<file path="config.mk">
export PLATFORM = sky130hd
export DESIGN_NAME = pc_branch_unit
export DESIGN_NICKNAME = d
export VERILOG_FILES = /design/src/rtl/pc_branch_unit_pkg.sv /design/src/rtl/pc_branch_unit_next_sel.sv /design/src/rtl/pc_branch_unit.sv
export SDC_FILE = /design/constraint.sdc
export NUM_CORES = 1
export LEC_CHECK = 0
export ABC_CLOCK_PERIOD_IN_PS = 3100
export CORE_MARGIN = 4
export CORE_UTILIZATION = 34
export CTS_CLUSTER_SIZE = 16
export DETAILED_ROUTE_END_ITERATION = 8
export PLACE_DENSITY = 0.82
export SLEW_MARGIN = 25
export SYNTH_ARGS = -nofsm -noshare
export SYNTH_HDL_FRONTEND = slang
export SYNTH_HIERARCHICAL = 1
export SYNTH_SLANG_ARGS = --single-unit
</file>
<file path="constraint.sdc">
create_clock -name clock -period 3.1 [get_ports clock]
set_clock_uncertainty 0.05 [all_clocks]
set_input_delay 0.93 -clock clock [delete_from_list [all_inputs] [get_ports clock]]
set_output_delay 0.93 -clock clock [all_outputs]
set_load 0.01 [all_outputs]
</file>
<file path="src/rtl/pc_branch_unit_pkg.sv">
// Shared types and constants for the PC / control-flow stage (pc_branch_unit).
// Holds the run-state encoding, the reset PC default, the counter width and the branch-offset sign-extension helper.
package pc_branch_unit_pkg;

  typedef enum logic [1:0] {
    ST_RUN     = 2'd0,
    ST_WAIT_IN = 2'd1,
    ST_HALTED  = 2'd2
  } run_state_e;

  localparam int DEFAULT_RESET_PC = 0;
  localparam int TAKEN_CNT_W      = 16;

  function automatic logic [31:0] sext16(input logic [15:0] v);
    return {{16{v[15]}}, v};
  endfunction

endpackage

</file>
<file path="src/rtl/pc_branch_unit_next_sel.sv">
// Combinational next-PC selection for a running, non-stalled cycle: jr > j > taken branch > pc+1.
// Zero latency, no flow control; halt and wait handling are left to the caller.
module pc_next_sel
  import pc_branch_unit_pkg::*;
#(
  parameter int ADDR_W = 10
) (
  input  logic [ADDR_W-1:0] pc,
  input  logic              jump_reg,
  input  logic              jump,
  input  logic              branch,
  input  logic              zero,
  input  logic [15:0]       imm,
  input  logic [25:0]       jump_target,
  input  logic [31:0]       reg_target,
  output logic [ADDR_W-1:0] pc_plus1,
  output logic [ADDR_W-1:0] pc_target
);

  logic [31:0]       imm_ext;
  logic [ADDR_W-1:0] br_target;
  logic              unused_bits;

  assign imm_ext   = sext16(imm);
  assign pc_plus1  = pc + ADDR_W'(1);
  // Offset is relative to pc+1 and wraps modulo 2^ADDR_W.
  assign br_target = pc_plus1 + imm_ext[ADDR_W-1:0];

  assign unused_bits = ^{imm_ext[31:ADDR_W], reg_target[31:ADDR_W], jump_target[25:ADDR_W]};

  always_comb begin
    pc_target = pc_plus1;
    if (jump_reg) begin
      pc_target = reg_target[ADDR_W-1:0];
    end else if (jump) begin
      pc_target = jump_target[ADDR_W-1:0];
    end else if (branch && zero) begin
      pc_target = br_target;
    end
  end

endmodule

</file>
<file path="src/rtl/pc_branch_unit.sv">
// PC register and RUN/WAIT_IN/HALTED run-state FSM; decisions in cycle N show on pc in N+1, stall holds everything.
// Optional taken-branch counter enabled by `define PC_BRANCH_COUNT_EN (otherwise taken_count is tied to 0).
module pc_branch_unit
  import pc_branch_unit_pkg::*;
#(
  parameter int ADDR_W   = 10,
  parameter int RESET_PC = DEFAULT_RESET_PC
) (
  input  logic                   clock,
  input  logic                   reset_n,
  input  logic                   stall,
  input  logic                   zero,
  input  logic                   branch,
  input  logic                   jump,
  input  logic                   jump_reg,
  input  logic                   halt,
  input  logic                   input_req,
  input  logic                   input_ack,
  input  logic [15:0]            imm,
  input  logic [25:0]            jump_target,
  input  logic [31:0]            reg_target,
  output logic [ADDR_W-1:0]      pc,
  output logic [ADDR_W-1:0]      pc_plus1,
  output logic                   waiting,
  output logic                   halted,
  output logic                   retire,
  output logic [TAKEN_CNT_W-1:0] taken_count
);

  run_state_e        state_q, state_d;
  logic [ADDR_W-1:0] pc_q, pc_d;
  logic [ADDR_W-1:0] pc_target;
  logic              waiting_q, waiting_d;
  logic              halted_q, halted_d;
  logic              retire_c;
  logic              run_go;

  pc_next_sel #(.ADDR_W(ADDR_W)) u_next_sel (
    .pc          (pc_q),
    .jump_reg    (jump_reg),
    .jump        (jump),
    .branch      (branch),
    .zero        (zero),
    .imm         (imm),
    .jump_target (jump_target),
    .reg_target  (reg_target),
    .pc_plus1    (pc_plus1),
    .pc_target   (pc_target)
  );

  assign run_go = (state_q == ST_RUN) && !stall && !halt && !input_req;

  always_comb begin
    state_d  = state_q;
    pc_d     = pc_q;
    retire_c = 1'b0;
    unique case (state_q)
      ST_RUN: begin
        if (!stall) begin
          if (halt) begin
            state_d = ST_HALTED;
          end else if (input_req) begin
            state_d = ST_WAIT_IN;
          end else begin
            pc_d     = pc_target;
            retire_c = 1'b1;
          end
        end
      end
      ST_WAIT_IN: begin
        if (input_ack) begin
          pc_d     = pc_plus1;
          state_d  = ST_RUN;
          retire_c = 1'b1;
        end
      end
      default: begin
        state_d = ST_HALTED;
      end
    endcase
    waiting_d = (state_d == ST_WAIT_IN);
    halted_d  = (state_d == ST_HALTED);
  end

  always_ff @(posedge clock or negedge reset_n) begin
    if (!reset_n) begin
      state_q   <= ST_RUN;
      pc_q      <= ADDR_W'(RESET_PC);
      waiting_q <= 1'b0;
      halted_q  <= 1'b0;
    end else begin
      state_q   <= state_d;
      pc_q      <= pc_d;
      waiting_q <= waiting_d;
      halted_q  <= halted_d;
    end
  end

`ifdef PC_BRANCH_COUNT_EN
  logic [TAKEN_CNT_W-1:0] cnt_q, cnt_d;
  logic                   br_taken;

  assign br_taken = run_go && !jump_reg && !jump && branch && zero;

  always_comb begin
    cnt_d = cnt_q;
    if (br_taken && (cnt_q != '1)) begin
      cnt_d = cnt_q + TAKEN_CNT_W'(1);
    end
  end

  always_ff @(posedge clock or negedge reset_n) begin
    if (!reset_n) begin
      cnt_q <= '0;
    end else begin
      cnt_q <= cnt_d;
    end
  end

  assign taken_count = cnt_q;
`else
  logic unused_run_go;
  assign unused_run_go = run_go;
  assign taken_count   = '0;
`endif

  assign pc      = pc_q;
  assign waiting = waiting_q;
  assign halted  = halted_q;
  // Gated so nothing retires while reset is held.
  assign retire  = retire_c && reset_n;

endmodule

</file>
### Word level (Yosys, flattened, before mapping)

Cells that the tools add are included.

| operators by class | value |
|---|---|
| $add $sub $neg | 2 |
| equal/unequal tests | 7 |
| muxes and demuxes | 18 |
| reduce and logical (&&, ||, !) cells | 5 |

Operators with widths:

| kind | number |
|---|---|
| 2-to-1 mux 10 bit | 7 |
| one-hot mux 10 bit (2 select lines) | 1 |
| adder 10 x 1 -> 10 bit, second input constant | 1 |
| adder 10 bit | 1 |
| 2-to-1 mux 2 bit | 4 |
| != test 2 bit, second input constant | 4 |
| AND reduction 5 bit | 1 |
| == test 2 x 1 -> 1 bit, second input constant | 2 |
| 2-to-1 mux 1 bit | 4 |
| one-hot mux 2 bit (2 select lines) | 1 |
| == test 2 bit, second input constant | 1 |
| logical AND 1 bit | 2 |
| logical NOT 2 bit | 1 |
| one-hot mux 1 bit (2 select lines) | 1 |
| nonzero test 2 bit | 1 |

| storage, ports and cells | value |
|---|---|
| register bits after elaboration | 14 |
| input port bits | 84 |
| output and inout bits | 39 |
| logic and storage cells | 36 |

### Logic depth before layout (Yosys ltp)

| depth | value |
|---|---|
| depth in word-level cells | 9 |
| gate-level depth with buffers | 12 |
| gate-level depth less buffers | 12 |

### Modules after synthesis

The synthesis kept the hierarchy.

By module, submodules not included:

| module | times used | cells an instance | area an instance (sq um) | seq. area each (sq um) |
|---|---|---|---|---|
| pc_next_sel | 1 | 121 | 828.3 | 0.0 |
| pc_branch_unit | 1 | 69 | 767.0 | 350.3 |

### Least setup slack after synthesis

OpenSTA, ideal clock, no wires.

| path | value |
|---|---|
| path kind | register to register |
| from | reg pc_q[0] (netlist: pc[0]) |
| to | reg pc_q[9] (netlist: pc[9]) |
| setup time | 0.123 ns |
| data arrival time | 2.762 ns |
| data required time | 2.927 ns |
| setup slack | 0.166 ns |
| stages on the path, launching flop included | 12 |
| path buffers | 0 |
| clock period less this slack | 2.934 ns |
| path through | dfrtp_1 -> ha_1 -> nand2_1 -> xnor2_1 -> ha_1 -> a211o_1 -> a21oi_2 -> o2bb2ai_1 -> nor4b_2 -> xnor2_1 -> a21oi_1 -> o221a_2 |

| on the way | value |
|---|---|
| longest elaborated chain between the ends | 9 |
| elaborated cells between the ends (all ways) | 10 |
| those cells by class | add/sub: 2; mux: 8 |

RTL lines:

| item | RTL line | source |
|---|---|---|
| start, declared | pc_branch_unit.sv:31 | `logic [ADDR_W-1:0] pc_q, pc_d;` |
| start signal, assigned | pc_branch_unit.sv:88 | `pc_q <= ADDR_W'(RESET_PC);` |
| start signal, assigned | pc_branch_unit.sv:93 | `pc_q <= pc_d;` |
| adder 10 x 1 -> 10 bit | pc_branch_unit_next_sel.sv:25 | `assign pc_plus1 = pc + ADDR_W'(1);` |
| via pc_plus1[6] | pc_branch_unit.sv:23 | `output logic [ADDR_W-1:0] pc_plus1,` |
| adder 10 bit | pc_branch_unit_next_sel.sv:27 | `assign br_target = pc_plus1 + imm_ext[ADDR_W-1:0];` |
| 2-to-1 mux 10 bit | pc_branch_unit_next_sel.sv:37 | `end else if (branch && zero) begin` |
| 2-to-1 mux 10 bit | pc_branch_unit_next_sel.sv:35 | `end else if (jump) begin` |
| 2-to-1 mux 10 bit | pc_branch_unit_next_sel.sv:33 | `if (jump_reg) begin` |
| via pc_target[9] | pc_branch_unit.sv:32 | `logic [ADDR_W-1:0] pc_target;` |
| 2-to-1 mux 10 bit | pc_branch_unit.sv:62 | `end else if (input_req) begin` |
| 2-to-1 mux 10 bit | pc_branch_unit.sv:60 | `if (halt) begin` |
| 2-to-1 mux 10 bit | pc_branch_unit.sv:59 | `if (!stall) begin` |
| one-hot mux 10 bit (2 select lines) | pc_branch_unit.sv:57 | `unique case (state_q)` |

The timed path passes the listed nets, and every way through them passes these cells. The select of a mux whose other input is x is not followed.
A chain may end at the register's enable or synchronous reset.

### Worst setup path after layout

| path | value |
|---|---|
| from | in stall |
| to | out retire |

| on the way | value |
|---|---|
| longest elaborated chain between the ends | 3 |

RTL lines:

| item | RTL line | source |
|---|---|---|
| start, declared | pc_branch_unit.sv:11 | `input logic stall,` |
| 2-to-1 mux 1 bit | pc_branch_unit.sv:59 |  |
| one-hot mux 1 bit (2 select lines) | pc_branch_unit.sv:57 |  |
| logical AND 1 bit | pc_branch_unit.sv:131 | `assign retire = retire_c && reset_n;` |
| end, declared | pc_branch_unit.sv:26 | `output logic retire,` |

No other way between the ends.

==> metrics.log <==
INFO  metric ir_drop = ~0.00026 V
INFO  metric synth_enable_flop_cells = 0
INFO  metric internal-power = about 0.00083 W
INFO  metric nets = between 300 and 400
INFO  metric seqPwrFrac = 18.4%
INFO  metric critical_path_required = approximately 2.1 ns
INFO  metric ctsRootBufferMaster = sky130_fd_sc_hd__clkbuf_8
INFO  metric cts_sinks = 14
INFO  metric max_clock_freq = 0.331 GHz
INFO  metric post_synth.cell_area_avg = 8.40 um^2
INFO  metric die_area = a little under 0.006 mm^2
INFO  metric clockPowerShare = 13.2%
INFO  metric placement.io_buffers = 62
INFO  metric dpl-instance-area = between 0.002 and 0.0025 mm^2
INFO  metric synth.yosys.seq_area_share = between 20% and 30%
INFO  metric avgRoutedWirePerCell = around 16 um
INFO  metric final.period_utilization = just under 100%
INFO  metric core = between 0.004 and 0.005 mm^2
INFO  metric min-delay-start = pc[7]
INFO  metric status = completed
INFO  metric netlist_instances = 190
INFO  metric critical_path.max_fanout = 2
INFO  metric initialDrtViolationCount = just under 200
INFO  metric worst-r2r-setup-slack = roughly 0.18 ns
INFO  metric cells_along_the_critical_path = clkdlybuf4s50_1, nor4_4, a21oi_1, nor3b_1, buf_2
INFO  metric num_io_pins = roughly 120
INFO  metric sw_ratio = roughly two fifths
INFO  metric synthesized_flop_and_latch_total = 14
INFO  metric cts_htree_levels = 1
INFO  metric critical_path_buf_inv_count = 2
INFO  metric post_synth_num_cell_types = between 40 and 50
INFO  metric rr_worst_depth = 11
INFO  metric delay_of_the_slowest_cell_on_the_worst_path = 0.48 ns
INFO  metric floorplan.rows = 24
INFO  metric clk_path_buf_depth = 2
INFO  metric multiInputGateArea = about 0.0012 mm^2
INFO  metric holdBufCountCts = 0
INFO  metric path_delay_family = buffers and inverters
INFO  metric layout.area.seq = about 350 um^2
INFO  metric via_count_of_the_first_global_routing_pass = between 1,500 and 2,000
INFO  metric max-cap-violations = 0
INFO  metric cts_made_buffers = 3
INFO  metric initial_antenna_violation_count = 0
INFO  metric synthArstFlopShare = between 90% and 100%
INFO  metric cp_data_arrival_time = 2.05 ns
INFO  metric clock_insertion_delay_worst_skew = around 0.25 ns
INFO  metric reg2reg_from = pc[5]
INFO  metric remaining_drc_errors = 0
INFO  metric hold_end = pc[7]
INFO  metric critical-path-slowest-cell = sky130_fd_sc_hd__clkdlybuf4s50_1
INFO  metric power = roughly 0.0013 W
INFO  metric drt_first_pass_iters = 4
INFO  metric gp_congestion = between 0.8 and 0.9
INFO  metric synthFlopType = sky130_fd_sc_hd__dfrtp_1
INFO  metric pwr-share-comb = between 60 and 70%
INFO  metric endpoint_kind = primary output
INFO  metric whs_path_depth = 1
INFO  metric finalMaxSlewViolations = 0
INFO  metric switchingPower = 0.000514 W
INFO  metric postLayoutCoreUtil = between 50% and 60%
INFO  metric largest_net_degree_at_the_start_of_global_routing = 15
INFO  metric worstReg2RegEnd = pc[9]
INFO  metric worstSetupPathType = input port to primary output
INFO  metric die_height = 76.5 um
INFO  metric worst_hold_slack = 0.596 ns
INFO  metric worst_setup_path_start_kind = input port
INFO  metric p_leak = roughly 1.2 nW
INFO  metric layout-drive-gt1-share = between 20% and 30%
INFO  metric period_minus_slack = 3.03 ns
INFO  metric place.detailed.hpwl = between 3000 and 4000 um
INFO  metric chipWidth = between 70 and 80 um
INFO  metric postLayoutCellArea = around 0.0026 mm^2
INFO  metric yosysWarningCount = 6
INFO  metric route.final.wire_length = 5340 um
INFO  metric syn-cell-area = 0.00160 mm^2
INFO  metric hold_violations = 0
INFO  metric setup_violations = 0
INFO  metric detail-route-antenna-nets = 0
INFO  metric tritoncts_clock_tree = yes
INFO  metric cellPowerDensity = 517 mW/mm^2
INFO  metric final.fill_count = slightly below 400
INFO  metric worst_hold_path_type = register to register
INFO  metric wire_length_of_the_first_global_routing_pass = between 8000 and 9000 um
INFO  metric routed-via-count = roughly 1,900
INFO  metric num_antenna_cells = 0
INFO  metric grt_overflow_total = 0
INFO  metric vias_per_cell = between 5 and 6
INFO  metric clk_pin_slew = 0.06 ns
INFO  metric start_util = 35.9%
INFO  metric area_growth = 63.2%
INFO  metric groute.usage.overall = 17.5%
## state kept, by name (all words and copies together), names as in the netlist
signal	count
halted	1
state_q	2
pc	10
waiting	1
## logic make-up (layout without fill, tap and decap cells)
family / after synthesis / count (layout) / share of synthesized area [%]
XOR/XNOR: 16 / 16 / 9.25
multiplexers: 1 / 1 / 0.627
flip-flops: 14 / 14 / 22.0
adder cells (fa/ha/maj): 11 / 11 / 9.10
other: 1 / 16 / 0.235
AND/OR/NAND/NOR: 63 / 63 / 22.0
buffers and inverters: 27 / 111 / 10.2
AO/OA/AOI/OAI: 57 / 57 / 26.7
## power by group through the flow
stage	Sequential, W	Clock (W)	Combinational, W
after floorplan	0.000277	0	0.000434
after detailed placement	0.000248	0	0.000869
final	0.000247	0.000178	0.000921
after CTS	0.000246	0.000181	0.000891
after global placement	0.000246	0	0.000856
after global routing	0.000251	0.000189	0.000998
## worst max path at each step
stage | slack, ns | start | to | cells past startpoint
2_1_floorplan | 0.17 | pc[0] | pc[9] | 11
3_3_place_gp | -0.45 | input_req | retire | 5
3_5_place_dp | -0.43 | input_req | retire | 5
4_1_cts | 0.004 | imm[0] | pc[8] | 10
5_1_grt | -0.004 | stall | retire | 5
6_report | 0.07 | stall | retire | 5
## per-layer routing
layer  part of all wire (%)  GRT usage (%)  vias up
met2                     47           28.9      115
met4                    2.9           6.16        0
met3                     10           4.14       20
met5                      0              0        -
li1                       -              -      868
met1                     40           22.2      870
## cell usage in the layout (no fill, tap or decap), types with 5 or more instances in the layout
cell	instances
sky130_fd_sc_hd__clkdlybuf4s50_1	57
sky130_fd_sc_hd__dfrtp_1	14
sky130_fd_sc_hd__xnor2_1	9
sky130_fd_sc_hd__xor2_1	5
sky130_fd_sc_hd__nand2_1	15
sky130_fd_sc_hd__a21oi_1	15
sky130_fd_sc_hd__buf_4	40
sky130_fd_sc_hd__inv_1	5
sky130_fd_sc_hd__ha_1	9
sky130_fd_sc_hd__o21ai_0	7
sky130_fd_sc_hd__conb_1	16
sky130_fd_sc_hd__o221a_2	11
sky130_fd_sc_hd__or2_2	11
sky130_fd_sc_hd__nor2_1	12
## stage by stage
| step | std cells | setup slack [ns] | TNS [ns] |
|---|---|---|---|
| 6_report | 341 | 0.0744 | 0 |
| 3_5_place_dp | 326 | -0.432 | -1.42 |
| 3_3_place_gp | 326 | -0.451 | -1.33 |
| 2_1_floorplan | 205 | 0.166 | 0 |
| 4_1_cts | 339 | 0.00399 | 0 |
| 5_1_grt | 341 | -0.00416 | -0.00416 |
## area by class of cell
type / count / share of cell area [%]
sequential: 14 / 13.5
inverter: 5 / 0.721
timing repair buffer: 102 / 35.6
multi-input combinational: 164 / 45.7
tap: 52 / 2.50
clock buffer: 4 / 2.11
## cell usage after synthesis (all sizes together), types with 4 or more instances
master,n,area share (%)
ha,10,7.8
or2,12,4.7
a21oi,18,5.9
nand4,4,2.0
xor2,5,2.7
xnor2,11,6.5
dfrtp,14,22
nor2,12,2.8
nand3,4,1.3
clkbuf,6,1.5
buf,16,7.5
nand2,15,3.5
o21ai,8,3.2
inv,5,1.2
o221a,11,7.8
## repair_timing
action / CTS / global route
gates cloned: 0 / 0
buffers inserted: 9 / 2
resized for setup: 8 / 10
pin swaps: 1 / 4
setup endpoints to repair: 3 / 13
(Power assumes the default switching activity.)
